`config.mk`:
```
export PLATFORM = sky130hd
export DESIGN_NAME = divm_prog
export DESIGN_NICKNAME = d
export VERILOG_FILES = /design/src/rtl/divm_pkg.sv /design/src/rtl/divm_chan.sv /design/src/rtl/divm_prog.sv
export SDC_FILE = /design/constraint.sdc
export NUM_CORES = 1
export LEC_CHECK = 0
export ABC_AREA = 1
export CORE_ASPECT_RATIO = 0.5
export CORE_MARGIN = 2
export CORE_UTILIZATION = 58
export CTS_CLUSTER_SIZE = 40
export DETAILED_ROUTE_END_ITERATION = 7
export GPL_TIMING_DRIVEN = 0
export PLACE_DENSITY_LB_ADDON = 0.3
export SYNTH_ARGS = -nofsm -noshare
export SYNTH_HDL_FRONTEND = slang
export SYNTH_HIERARCHICAL = 1
export SYNTH_SLANG_ARGS = --single-unit
```
`constraint.sdc`:
```
create_clock -name clk_in -period 5.1 [get_ports clk_in]
set_input_delay 1.02 -clock clk_in [delete_from_list [all_inputs] [get_ports clk_in]]
set_output_delay 1.02 -clock clk_in [all_outputs]
set_load 0.01 [all_outputs]
```
`src/rtl/divm_pkg.sv`:
```
// divm_pkg: shared divisor limits and clamp helper for the programmable divider.
package divm_pkg;
  localparam int MIN_DIV = 2;
  function automatic logic [31:0] div_clamp(input logic [31:0] d);
    return (d < 32'(MIN_DIV)) ? 32'(MIN_DIV) : d;
  endfunction
endpackage

```
`src/rtl/divm_chan.sv`:
```
// divm_chan: one divider channel with glitch-free registered clock, tick and deferred divisor reload.
module divm_chan #(
  parameter int W       = 24,
  parameter int DEF_DIV = 12000000
) (
  input  logic         clk,
  input  logic         rst,
  input  logic         en,
  input  logic         sync,
  input  logic         wr,
  input  logic [W-1:0] wr_div,
  output logic         pend,
  output logic         clk_out,
  output logic         tick
);
  logic [W-1:0] cnt, div_act, pend_div, cnt_n, div_n;
  logic wrap, apply, last;
  always_comb begin
    wrap  = en && cnt == div_act - W'(1);
    apply = pend && (sync || wrap || !en);
    div_n = apply ? pend_div : div_act;
    cnt_n = (sync || apply || wrap) ? '0 : en ? cnt + W'(1) : cnt;
  end
  // clk_out and last are computed from next-state values so they stay aligned with cnt
  always_ff @(posedge clk or posedge rst) begin
    if (rst) begin
      cnt      <= '0;
      div_act  <= W'(DEF_DIV);
      pend_div <= W'(DEF_DIV);
      pend     <= 1'b0;
      clk_out  <= 1'b0;
      last     <= 1'b0;
    end else begin
      cnt      <= cnt_n;
      div_act  <= div_n;
      pend     <= wr | (pend & ~apply);
      pend_div <= wr ? wr_div : pend_div;
      clk_out  <= cnt_n >= div_n - (div_n >> 1);
      last     <= cnt_n == div_n - W'(1);
    end
  end
  assign tick = en & last;
endmodule

```
`src/rtl/divm_prog.sv`:
```
// divm_prog: multi-channel programmable clock divider with valid/ready divisor writes and global sync.
module divm_prog
  import divm_pkg::*;
#(
  parameter int CH      = 2,
  parameter int W       = 24,
  parameter int DEF_DIV = 12000000
) (
  input  logic                  clk_in,
  input  logic                  rst,
  input  logic [CH-1:0]         en,
  input  logic                  sync,
  input  logic                  cfg_valid,
  input  logic [$clog2(CH):0]   cfg_ch,
  input  logic [W-1:0]          cfg_div,
  output logic                  cfg_ready,
  output logic                  cfg_err,
  output logic [CH-1:0]         clk_out,
  output logic [CH-1:0]         tick
);
  localparam int CW = $clog2(CH) + 1;
  localparam int NP = 2 ** CW;
  logic [CH-1:0] pend;
  logic [NP-1:0] pend_ext;
  logic [W-1:0]  wr_div;
  logic          accept, in_range;
  // zero-extended so out-of-range channels read as not pending (always ready)
  assign pend_ext  = NP'(pend);
  assign cfg_ready = ~pend_ext[cfg_ch];
  assign in_range  = cfg_ch < CW'(CH);
  assign accept    = cfg_valid & cfg_ready;
  assign wr_div    = W'(div_clamp(32'(cfg_div)));
  always_ff @(posedge clk_in or posedge rst) begin
    if (rst) cfg_err <= 1'b0;
    else     cfg_err <= accept & (~in_range | (32'(cfg_div) < 32'(MIN_DIV)));
  end
  for (genvar i = 0; i < CH; i++) begin : g_chan
    divm_chan #(.W(W), .DEF_DIV(DEF_DIV)) u_chan (
      .clk     (clk_in),
      .rst     (rst),
      .en      (en[i]),
      .sync    (sync),
      .wr      (accept && cfg_ch == CW'(i)),
      .wr_div  (wr_div),
      .pend    (pend[i]),
      .clk_out (clk_out[i]),
      .tick    (tick[i])
    );
  end
endmodule

```
Word-level counts from Yosys, hierarchy flattened
Cells that the tools add are included.
{"block": "totals", "reg_bits": 151, "inputBits": 32, "output_inout_bits": 6}
{"block": "op_classes", "addsub": 8, "order_cmp": 5, "eq_ne": 5, "n_mux": 9, "bitwise": 13, "n_reduce_logical": 17}
{"cell": "$mux 24", "n": 7}
{"cell": "$eq 24x24->1", "n": 4}
{"cell": "$sub 24x1->24 const B", "n": 4}
{"cell": "$add 24x1->24 const B", "n": 2}
{"cell": "$ge 24x24->1", "n": 2}
{"cell": "$sub 24x23->24", "n": 2}
{"cell": "$lt 24x2->1 const B", "n": 1}
{"cell": "$logic_or 1x1->1", "n": 8}
{"cell": "$and 1x1->1", "n": 6}
{"cell": "$logic_and 1x1->1", "n": 6}
{"cell": "$not 1->1", "n": 4}
{"cell": "$lt 2x3->1 const B", "n": 1}
{"cell": "$or 1x1->1", "n": 3}
{"cell": "$bmux 1 s2", "n": 1}
{"cell": "$eq 2x1->1 const B", "n": 1}
{"cell": "$logic_not 1->1", "n": 2}
{"cell": "$logic_not 2->1", "n": 1}
{"cell": "$lt 2x2->1 const B", "n": 1}
{"cell": "$mux 1", "n": 1}

Depth between registers and ports, before layout
Gate-level depths: netlist of the first run.
{"block": "depth", "word_depth": 10, "mapped_depth": 50, "ltp_nobuf": 48}

Modules after synthesis
The synthesis of the first run kept the hierarchy.
{"module": "divm_chan at g_chan[0].u_chan", "instances": 1, "cells_per_inst": 1177, "area_per_inst_um2": 7816.2}
{"module": "divm_chan at g_chan[1].u_chan", "instances": 1, "cells_per_inst": 1197, "area_per_inst_um2": 7718.7}
{"module": "divm_prog", "instances": 1, "cells_per_inst": 60, "area_per_inst_um2": 276.5}

Worst setup path before layout of the first run
No wires, ideal clock.
{"block": "synth_path", "kind": "input port to flip-flop", "start": "input en[1]", "end": "register g_chan[1].u_chan.clk_out", "setup_ns": 0.087, "arrival_ns": 5.014, "t_required_ns": 5.013, "slack_ns": -0.001, "path_stages": 35, "n_path_buf": 2, "cell_sequence": "o21ai_0 -> nor2_1 -> nand2_1 -> nor2_1 -> nand3_1 -> nor2_1 -> nand2_1 -> nor2_2 -> nand2_4 -> nand3_4 -> nand2_8 -> buf_8 -> buf_6 -> o21ai_0 -> ha_1 -> inv_1 -> fa_1 -> a21oi_1 -> o21ai_2 -> nand2_1 -> nand2_2 -> nand2_1 -> nand2_2 -> nand2_1 -> nand2_1 -> xor2_1 -> ha_1 -> nand3_1 -> nor3_1 -> nand3_1 -> a21oi_1 -> o21ai_0 -> o211ai_1 -> nand4_1 -> o211ai_1"}
{"block": "synth_via", "word_cells_on_any_way": 12, "cone_classes": "add/sub (1); order compare (1); mux (3); reduce/logical (7)"}
{"item": "from (decl)", "line_no": "divm_prog.sv:11", "text": "input logic [CH-1:0] en,"}
{"item": "$logic_and 1x1->1", "line_no": "divm_chan.sv:19", "text": "wrap = en && cnt == div_act - W'(1);"}
{"item": "$logic_or 1x1->1", "line_no": "divm_chan.sv:20", "text": "apply = pend && (sync || wrap || !en);"}
{"item": "$logic_or 1x1->1 (*)", "line_no": "divm_chan.sv:20"}
{"item": "$logic_and 1x1->1 (*)", "line_no": "divm_chan.sv:20"}
{"item": "$mux 24 (*)", "line_no": "divm_chan.sv:21", "text": "div_n = apply ? pend_div : div_act;"}
{"item": "named net g_chan[1].u_chan.div_n[1]", "line_no": "divm_chan.sv:16", "text": "logic [W-1:0] cnt, div_act, pend_div, cnt_n, div_n;"}
{"item": "$sub 24x23->24 (*)", "line_no": "divm_chan.sv:38", "text": "clk_out <= cnt_n >= div_n - (div_n >> 1);"}
{"item": "$ge 24x24->1 (*)", "line_no": "divm_chan.sv:38"}
{"item": "to (signal assigned)", "line_no": "divm_chan.sv:38"}
{"item": "to (decl)", "line_no": "divm_chan.sv:13", "text": "output logic clk_out,"}
The timed path passes the listed nets; every way through them passes the cells marked *.
A chain may end at the register's enable or synchronous reset.

Worst setup path after layout of the first run
{"block": "layout_path", "start": "register g_chan[1].u_chan.div_act[1]", "end": "register g_chan[1].u_chan.clk_out"}
{"block": "layout_via", "word_cells_on_any_way": 12, "cone_classes": "add/sub (2); order compare (1); eq/ne (1); mux (2); reduce/logical (6)"}
{"item": "from (decl)", "line_no": "divm_chan.sv:16"}
{"item": "from (signal assigned)", "line_no": "divm_chan.sv:28", "text": "div_act <= W'(DEF_DIV);"}
{"item": "from (signal assigned)", "line_no": "divm_chan.sv:35", "text": "div_act <= div_n;"}
{"item": "$sub 24x1->24", "line_no": "divm_chan.sv:19"}
{"item": "$eq 24x24->1", "line_no": "divm_chan.sv:19"}
{"item": "$logic_and 1x1->1", "line_no": "divm_chan.sv:19"}
{"item": "$logic_or 1x1->1 (2 in a row)", "line_no": "divm_chan.sv:20"}
{"item": "$logic_and 1x1->1", "line_no": "divm_chan.sv:20"}
{"item": "$mux 24 (*)", "line_no": "divm_chan.sv:21"}
{"item": "named net g_chan[1].u_chan.div_n[1]", "line_no": "divm_chan.sv:16"}
{"item": "$sub 24x23->24 (*)", "line_no": "divm_chan.sv:38"}
{"item": "$ge 24x24->1 (*)", "line_no": "divm_chan.sv:38"}
Marked as above.

==> summary.md, run 1 <==
| Metric | Value |
|---|---|
| Met1 wire length | 20700 um |
| Worst Path Buf+Inv | 7 |
| Sw Share | 0.493 |
| Clock tree from TritonCTS | done |
| Yosys Warn Count | 6 |
| Sw Pwr | 4030 uW |
| Setup crit end kind | register |
| Most frequent CP cell | nand2_1 |
| Synth area leader | dfrtp_1 |
| CP delay by family, top | simple AND/OR/NAND/NOR gates |
| # port buffers | 37 |
| Setup CP Type | register to register |
| Crit path DAT | 5.53 ns |
| Hold_buf cts | 0 |
| Most common cell after layout, fill and taps aside | nand2_1 |
| DR vias/cell | ~5.5 |
| Failing checks | setup timing |
| WP data required | 5.45 ns |
| Logic pwr share | 0.639 |
| Die W | about 240 um |
| Async SR Flop Fraction | 1.00 |
| CTS H-tree lvls | 4 |
| Cell count along the critical path | 39 |
| R2R Path Start | g_chan[1].u_chan/div_act[1] |
| Number of flops mapped to enable cells by yosys | 0 |
| Pwr per Cell Area | 438 nW/um^2 |
| Clk sinks | around 150 |
| Pins over their slew limit | 0 |
| Fin nets | 2741 |
| Syn Nets | between 2000 and 3000 |
| Final core utilization | 0.701 |
| Leakage power | 0.00932 uW |
| Setup Viol. Count Final | 2 |
| Setup tns final | -0.0830 ns |
| Sequential group share of total power | 0.208 |
| Maximum vdd drop | between 0.2 and 0.3 mV |
| Antenna Nets Post-Route | 0 |
| Num rows | 42 |
| Initial DRT Pass Iterations | 6 |
| DR WL/cell | roughly 17 um |
| Status | finished, violations left |
| Mean area per synthesized cell | 6.50 um^2 |
| Max layer used | met4 |
| Hold path depth | 2 |
| R2R depth | 39 |
| Syn Std Cell Area | 15800 um^2 |
| Min-delay worst type | register to register |
| Worst Min Path Start | g_chan[1].u_chan/pend_div[16] |
| Root Driver | clkbuf_16 |
| Ant diodes | 0 |
| Placer Congestion | ~1 |
| Fin crit share | 1.01 |
| Slew HR | 0.458 |
| Hpwl dp | between 30000 and 40000 um |
| DRC Markers | 0 |
| Total CTS buffers | 17 |
| WL met2 | 22500 um |
| Max Clock Freq | around 0.19 GHz |
| I/O Pins | 38 |
| RSZ-0062 raised after global routing | yes |
| Vias in the first global route | roughly 15000 |
| Seq/Total Area, Yosys | 0.242 |
| Synth top area cells | dfrtp_1, nand2_1, ha_1 |
| First-pass GRT wire length | about 75000 um |
| GR Overflow Total | 0 |
| Design area | 18700 um^2 |
| Core ar. | 26600 um^2 |
| Initial drt markers | between 1500 and 2000 |
| Clk_skew | 0.0127 ns |
| Clock-pin slew on the worst setup and hold paths | roughly 0.070 ns |
| Die footprint | 28700 um^2 |
| Yosys cell types | 54 |
| Pre-CTS WS | -1.35 ns |
| Routed WL | 48400 um |
| Max cap viols | 0 |
| Slowest stage delay, CP | roughly 0.46 ns |
| Final Worst Setup Slack | -0.0734 ns |
| Clock network power share | 0.153 |
| Max clock buf depth | 2 |
| Share of the synthesized area in the top cell type | 0.176 |
| Hold Violations, Final | 0 |
| Slew @ Worst Pin | 0.806 ns |
| Clk_lat worst skew | about 0.43 ns |
| CP Launch Type | register |
| Max Fanout on Critical Path | 5 |
| Slowest CP cell | dfrtp_2 |
| CP Launch Point | g_chan[1].u_chan/div_act[1] |
| Filler Cell Count | 2233 |
| Die Height | ~120 um |
| Wire length on met3 | 3560 um |
| Most frequent cells in the layout | nand2_1, inv_1, nor2_1 |
| Layout cells sized above 1 | 0.177 |
| Pint | 4140 uW |
| GRT Total Usage | 0.334 |
| Final min period | around 5.2 ns |
| #FFs+latches synth | 151 |
| Placed Area | about 17000 um^2 |
| Vias | between 15000 and 20000 |
| Syn Inst Count | 2434 |
| Main synth FF type | dfrtp_1 |
| P&R area growth vs syn | 18.0% |
| Initial Utilization | 0.595 |
| Largest net degree at the start of global routing | 75 |
| Initial antenna violation count | 0 |
## registers in the layout (all words and copies together) (netlist names)
| name | count |
|---|---|
| g_chan.u_chan/cnt | 48 |
| g_chan.u_chan/div_act | 48 |
| g_chan.u_chan/pend_div | 48 |
| g_chan.u_chan/clk_out | 2 |
| g_chan.u_chan/last | 2 |
| g_chan.u_chan/pend | 2 |
| cfg_err | 1 |
## cells in the mapped netlist (all sizes together) (34+ instances only)
master  number
nand2      711
inv        399
nor2       277
nand3      234
ha         144
dfrtp      111
o21ai      102
xor2        75
a21oi       65
dfstp       40
nand4       39
clkbuf      34
## per-stage QoR
step / cells / total power [uW] / hold slack (ns)
after floorplan: 2434 / 4950 / 0.460
after global placement: 2823 / 5860 / 0.476
after detailed placement: 2825 / 5970 / 0.482
after CTS: 2892 / 7550 / 0.492
after global routing: 2928 / 8850 / 0.533
final: 2928 / 8170 / 0.494
## tightest hold or removal path: cells and delay by family, from the launching register on
family / cells / cell delay, ns
AOI/OAI and AO/OA: 1 / 0.07
buffers and inverters: 1 / 0.06
DFF: 1 / 0.36
## power groups by stage
stage          Sequential, uW  Combinational (uW)  Clock, uW
3_3_place_gp             1680                4180          0
2_1_floorplan            1600                3340          0
3_5_place_dp             1690                4290          0
5_1_grt                  1720                5820       1310
4_1_cts                  1680                4620       1250
6_report                 1700                5220       1250
## cells by family after synthesis
family	Yosys count	synth area share
xor+xnor	105	0.0582
mux	15	0.0105
buf+inv	454	0.115
simple gates	1334	0.370
compound gates	229	0.0881
flops	151	0.242
fa+ha+maj	146	0.116
## path summary, 6_finish.rpt
kind / endpoint / slack, ns
max in group asynchronous: g_chan[1].u_chan/div_act[21] / 3.48
min in group asynchronous: cfg_err / 0.89
hold reg to reg: g_chan[1].u_chan/pend_div[16] / 0.49
setup reg to reg: g_chan[1].u_chan/clk_out / -0.07
hold / removal: g_chan[1].u_chan/pend_div[16] / 0.49
setup / recovery: g_chan[1].u_chan/clk_out / -0.07
## layout make-up
type	count	area, um^2	share of cell area
Buffer	53	330	0.0177
Clock buffer	18	429	0.0230
Clock inverter	14	138	0.00738
Inverter	400	1520	0.0813
Multi-Input combinational cell	1829	10900	0.586
Sequential cell	151	3840	0.206
Tap cell	352	440	0.0236
Timing Repair Buffer	111	1030	0.0554
## layer usage
metal  global-route usage  vias to the layer above
met5                    0                        -
met4                0.117                        0
met3               0.0420                      112
met2                0.572                      645
met1                0.437                     7506
li1                     -                     7973
## what timing repair did
item / in CTS / in global routing
resized for setup: 95 / 145
buffers inserted: 36 / 36
gates cloned: 0 / 0
pin swaps: 47 / 98
endpoints found under the setup margin: 4 / 4
Power figures use the tool's default switching activity.
==> run 2: changes to the inputs <==
GPL_TIMING_DRIVEN = not set   (was 0)
SETUP_SLACK_MARGIN = 0.1   (was not set)
==> summary.md, run 2 (same netlist as run 1, synthesis figures left out) <==
| Metric | Value |
|---|---|
| DR vias/cell | 5.42 |
| Routed WL | 49200 um |
| # port buffers | 37 |
| Pins over their slew limit | 0 |
| Regs by FF count | g_chan.u_chan/cnt: 48 flops, g_chan.u_chan/div_act: 48 flops, g_chan.u_chan/pend_div: 48 flops |
| Max clock buf depth | 2 |
| I/O Pins | 38 |
| Max cap viols | 0 |
| Worst Path Buf+Inv | 6 |
| Initial Utilization | 0.595 |
| Leakage power | approximately 0.010 uW |
| Final min period | 5.03 ns |
| Die Height | 121 um |
| WP data required | 5.42 ns |
| Min-delay worst type | register to register |
| Max Fanout on Critical Path | 20 |
| Slew HR | 0.253 |
| Ant diodes | 0 |
| Clock tree from TritonCTS | done |
| Power Total | between 8000 and 9000 uW |
| Core ar. | 26600 um^2 |
| Setup crit end kind | register |
| Clk_lat worst skew | 0.44 ns |
| Initial DRT Pass Iterations | 6 |
| Fin nets | 2866 |
| Max Clock Freq | 0.199 GHz |
| GRT Total Usage | 0.349 |
| CP delay by family, top | simple AND/OR/NAND/NOR gates |
| Fin crit share | 0.986 |
| P&R area growth vs syn | 22.2% |
| Die W | 238 um |
| Slew @ Worst Pin | 1.12 ns |
| First-pass GRT wire length | 78100 um |
| Crit path DAT | 5.35 ns |
| DRC Markers | 0 |
| Final Worst Setup Slack | 0.0700 ns |
| Antenna Nets Post-Route | 0 |
| Slowest stage delay, CP | 0.45 ns |
| Final core utilization | 0.727 |
| Pre-CTS WS | -0.336 ns |
| Most common cell after layout, fill and taps aside | nand2_1 |
| Slowest CP cell | dfrtp_2 |
| # placed instances | around 3000 |
| Pwr per Cell Area | 447 nW/um^2 |
| Setup slack, reg-to-reg | 0.07 ns |
| Filler Cell Count | about 2200 |
| Initial antenna violation count | 0 |
| Most frequent cells in the layout | nand2_1, inv_1, buf_4 |
| Placer Congestion | between 1 and 1.5 |
| Clk sinks | 151 |
| Post-Layout Cell Count | ~3100 |
| Setup CP Type | register to register |
| CP Launch Type | register |
| Vias in the first global route | 15569 |
| Root Driver | clkbuf_16 |
| Maximum vdd drop | 0.320 mV |
| Setup Viol. Count Final | 0 |
| RSZ-0062 raised after global routing | yes |
| Clk_skew | 0.00966 ns |
| Clock-pin slew on the worst setup and hold paths | 0.07 ns |
| Layout cells sized above 1 | 0.203 |
| DR WL/cell | around 16 um |
| Initial drt markers | 1450 |
| Total CTS buffers | 17 |
| Die footprint | 28700 um^2 |
| Status | completed |
| Largest net degree at the start of global routing | 52 |
| Hold_buf cts | 0 |
| CTS H-tree lvls | 4 |
| Vias | 16554 |
| Hold Violations, Final | 0 |
| Setup tns final | 0 ns |
| Hpwl dp | 39800 um |
| GR Overflow Total | 0 |
| Num rows | 42 |
## run 2: cell types whose count changed in the layout (fill, tap and decap cells not counted), sizes merged, moves of 4 or more
| cell | before | now |
|---|---|---|
| clkinv | 3 | 8 |
| clkinvlp | 4 | 0 |
| clkbuf | 52 | 21 |
| inv | 406 | 401 |
| buf | 93 | 252 |
## run 2: layout make-up
class	instances	area [um^2]	share of cell area
multi-input cells	1829	10600	0.549
repair buffers	289	2330	0.120
inverters	400	1510	0.0780
clock buffers	21	483	0.0250
clock inverters	11	134	0.00693
well taps	352	440	0.0228
flip-flops and latches	151	3830	0.198
## run 2: metal layers
layer,global-route usage,routed length [um]
met1,0.482,22600
met2,0.569,21800
met3,0.0459,3410
met4,0.113,1470
met5,0,0
## run 2: through the flow
step / hold slack (ns) / cell area [um^2]
4_1_cts: 0.498 / 18900
3_3_place_gp: 0.475 / 18100
3_5_place_dp: 0.486 / 18100
5_1_grt: 0.530 / 19300
2_1_floorplan: 0.460 / 15800
6_report: 0.494 / 19300
## run 2: what timing repair did
action,4_1_cts,5_1_grt
gates resized for setup,37,101
pin swaps,14,28
setup buffers,3,10
endpoints found under the setup margin,3,4
## run 2: final timing paths
path / startpoint / endpoint / depth (start not counted)
max: g_chan[0].u_chan/div_act[1] / g_chan[0].u_chan/clk_out / 32
min: g_chan[0].u_chan/pend_div[12] / g_chan[0].u_chan/pend_div[12] / 2
max reg2reg: g_chan[0].u_chan/div_act[1] / g_chan[0].u_chan/clk_out / 32
max in group asynchronous: rst / g_chan[0].u_chan/div_act[11] / 3
min in group asynchronous: rst / cfg_err / 2
min reg2reg: g_chan[0].u_chan/pend_div[12] / g_chan[0].u_chan/pend_div[12] / 2
## run 2: tightest hold or removal path: cells and delay by family, from the launching register on
family | cells | cell delay [ns]
buf+inv | 1 | 0.06
compound gates | 1 | 0.07
flops | 1 | 0.36
## run 2: where the power goes
group | total (uW) | switching, uW | internal [uW]
combinational | 5620 | 3240 | 2390
clock | 1330 | 545 | 788
sequential | 1680 | 228 | 1450
==> run 3: changes to the inputs <==
SYNTH_HIERARCHICAL = not set   (was 1)
==> summary.md, run 3 <==
| Metric | Value |
|---|---|
| Die Height | 120 um |
| Design area | between 15000 and 20000 um^2 |
| Leakage power | 0.00979 uW |
| DR vias/cell | 5.49 |
| Syn Nets | 2494 |
| Die W | 235 um |
| Main synth FF type | dfrtp_1 |
| CTS H-tree lvls | 4 |
| Largest net degree at the start of global routing | 152 |
| Max Fanout on Critical Path | 5 |
| Pint | 4380 uW |
| Sequential group share of total power | 0.202 |
| Share of the synthesized area in the top cell type | 0.179 |
| WP data required | 5.47 ns |
| Min-delay worst type | register to register |
| # port buffers | 37 |
| Total CTS buffers | 17 |
| Setup crit end kind | register |
| Slew HR | 0.466 |
| Filler Cell Count | 2072 |
| Slowest stage delay, CP | 0.39 ns |
| Failing checks | DRC, setup timing |
| Num rows | 42 |
| CP Launch Point | g_chan[0].u_chan.div_act[0] |
| Final Worst Setup Slack | -0.238 ns |
| Initial drt markers | 1502 |
| First-pass GRT wire length | around 74000 um |
| Logic pwr share | 0.639 |
| Async SR Flop Fraction | 1.00 |
| Routed WL | 46900 um |
| Slowest CP cell | dfrtp_1 |
| I/O Pins | 38 |
| P&R area growth vs syn | 23.3% |
| Synth Area in Compound Gates | 0.0990 |
| Max cap viols | 0 |
| Setup slack, reg-to-reg | -0.24 ns |
| Crit path DAT | 5.71 ns |
| GR Overflow Total | 0 |
| Vias in the first global route | 15229 |
| Initial DRT Pass Iterations | 7 |
| Clock network power share | 0.159 |
| Max Clock Freq | between 0.15 and 0.2 GHz |
| Fin crit share | 1.05 |
| Clock-pin slew on the worst setup and hold paths | 0.07 ns |
| #FFs+latches synth | ~150 |
| Register area | 3830 um^2 |
| Count leader, synth | nand2_1 |
| Slew @ Worst Pin | around 0.80 ns |
| GRT Total Usage | 0.330 |
| Regs by FF count | g_chan.u_chan.cnt: 48 flops, g_chan.u_chan.div_act: 48 flops, g_chan.u_chan.pend_div: 48 flops |
| CP Launch Type | register |
| Yosys Warn Count | 0 |
| CP endpoint | g_chan[0].u_chan.clk_out |
| Fin nets | between 2000 and 3000 |
| Post-Synth Simple-Gate Area | 0.324 |
| Status | finished, violations left |
| Syn Inst Count | 2290 |
| Pwr per Cell Area | approximately 430 nW/um^2 |
| Die footprint | 28200 um^2 |
| Placer Congestion | around 0.97 |
| Post-Synth XOR/XNOR Area | 0.0856 |
| Vias | 15987 |
| Initial antenna violation count | 0 |
| Clock tree from TritonCTS | done |
| DR WL/cell | 16.1 um |
| Yosys cell types | 59 |
| Clk_skew | between 0.015 and 0.02 ns |
| Clk sinks | 151 |
| Pins over their slew limit | 0 |
| Root Driver | clkbuf_16 |
| Setup CP Type | register to register |
| Initial Utilization | 0.588 |
| Hold_buf cts | 0 |
| R2R Path Start | g_chan[0].u_chan.div_act[0] |
| Most frequent cells in the layout | nand2_1, inv_1, buf_4 |
| R2R depth | 38 |
| Area of the multi-input gates | 10700 um^2 |
| Clk_lat worst skew | 0.45 ns |
| Synth top area cells | dfrtp_1, nand2_1, ha_1 |
| Mean area per synthesized cell | 6.78 um^2 |
| Hold WS | 0.484 ns |
| RSZ-0062 raised after global routing | yes |
| Maximum vdd drop | 0.215 mV |
| Pre-CTS WS | -0.277 ns |
| Seq/Total Area, Yosys | 0.247 |
| Layout cells sized above 1 | 0.190 |
| Mux contribution to synthesized area | 0.00210 |
| FF-to-FF End | g_chan[0].u_chan.clk_out |
| Core ar. | about 26000 um^2 |
| Placed Area | between 15000 and 20000 um^2 |
| Number of flops mapped to enable cells by yosys | 0 |
| Ant diodes | 0 |
| Hpwl dp | between 30000 and 40000 um |
| Synth area leader | dfrtp_1 |
| Largest family of logic cells by synthesized area | simple AND/OR/NAND/NOR gates |
| Hold Violations, Final | 0 |
| Sw Share | 0.464 |
| DRC Markers | 1 |
| Power Total | 8170 uW |
| Max clock buf depth | 2 |
| Most common cell after layout, fill and taps aside | nand2_1 |
| Post-Synth Adder-Cell Area | 0.140 |
| Syn Std Cell Area | 15500 um^2 |
| Setup Viol. Count Final | 2 |
| Sw Pwr | between 3000 and 4000 uW |
| Antenna Nets Post-Route | 0 |
| Final min period | 5.34 ns |
| Top cells by instance count after synthesis | nand2_1, inv_1, nor2_1 |
run 3: cell types whose count changed after synthesis, moves of 26 or more:
cell,delta
nand2_1,-90
nand3_1,-66
inv_1,-32
nor2_1,-26
xor2_1,+27
ha_1,+26
run 3: how the worst min path moves through the flow:
stage                                             start                       endpoint  cells past startpoint
after floorplan           g_chan[0].u_chan.pend_div[22]  g_chan[0].u_chan.pend_div[22]                      2
after global placement     g_chan[0].u_chan.pend_div[5]   g_chan[0].u_chan.pend_div[5]                      2
after detailed placement  g_chan[0].u_chan.pend_div[15]  g_chan[0].u_chan.pend_div[15]                      2
after CTS                 g_chan[0].u_chan.pend_div[15]  g_chan[0].u_chan.pend_div[15]                      2
after global routing       g_chan[0].u_chan.pend_div[0]   g_chan[0].u_chan.pend_div[0]                      2
final                      g_chan[0].u_chan.pend_div[0]   g_chan[0].u_chan.pend_div[0]                      2
run 3: through the flow:
stage / util / setup TNS, ns / cells
2_1_floorplan: - / 0 / 2290
3_3_place_gp: 0.672 / -0.308 / 2848
3_5_place_dp: 0.672 / -0.537 / 2848
4_1_cts: 0.710 / 0 / 2894
5_1_grt: 0.725 / -0.955 / 2910
6_report: 0.725 / -0.283 / 2910
run 3: power groups by stage:
stage / clock network, uW / logic (uW) / registers [uW]
after floorplan: 0 / 3110 / 1580
after global placement: 0 / 4510 / 1640
after detailed placement: 0 / 4640 / 1640
after CTS: 1310 / 4880 / 1630
after global routing: 1360 / 5790 / 1660
final: 1300 / 5220 / 1650
run 3: critical path: cells and delay by family, from the launching register on:
family                   cells  cell delay, ns
AND/OR/NAND/NOR             20            2.06
AO/OA/AOI/OAI               10            1.30
adder cells (fa/ha/maj)      3            0.79
buffers and inverters        4            0.51
flip-flops                   1            0.39
XOR/XNOR                     1            0.17
run 3: cells by family (layout without fill, tap and decap cells):
kind of cell / after synthesis / count (layout)
compound gates: 267 / 267
xor+xnor: 150 / 150
fa+ha+maj: 172 / 172
buf+inv: 401 / 669
flops: 151 / 151
mux: 3 / 3
simple gates: 1146 / 1146
run 3: repair_timing:
item / 4_1_cts / 5_1_grt
gates resized for setup: 66 / 70
setup endpoints to repair: 3 / 3
pin swaps: 19 / 62
setup buffers: 14 / 16
run 3: cell type report:
type,count,share of cell area
multi-input combinational,1738,0.559
sequential,151,0.200
timing repair buffer,269,0.114
inverter,368,0.0730
clock buffer,20,0.0239
tap,352,0.0230
clock inverter,12,0.00720
run 3: per-layer routing:
layer | vias to the layer above | part of all wire | GRT usage
met4 | 0 | 0.034 | 0.117
li1 | 7806 | - | -
met1 | 7398 | 0.43 | 0.437
met5 | - | 0 | 0
met2 | 658 | 0.46 | 0.559
met3 | 125 | 0.079 | 0.0432
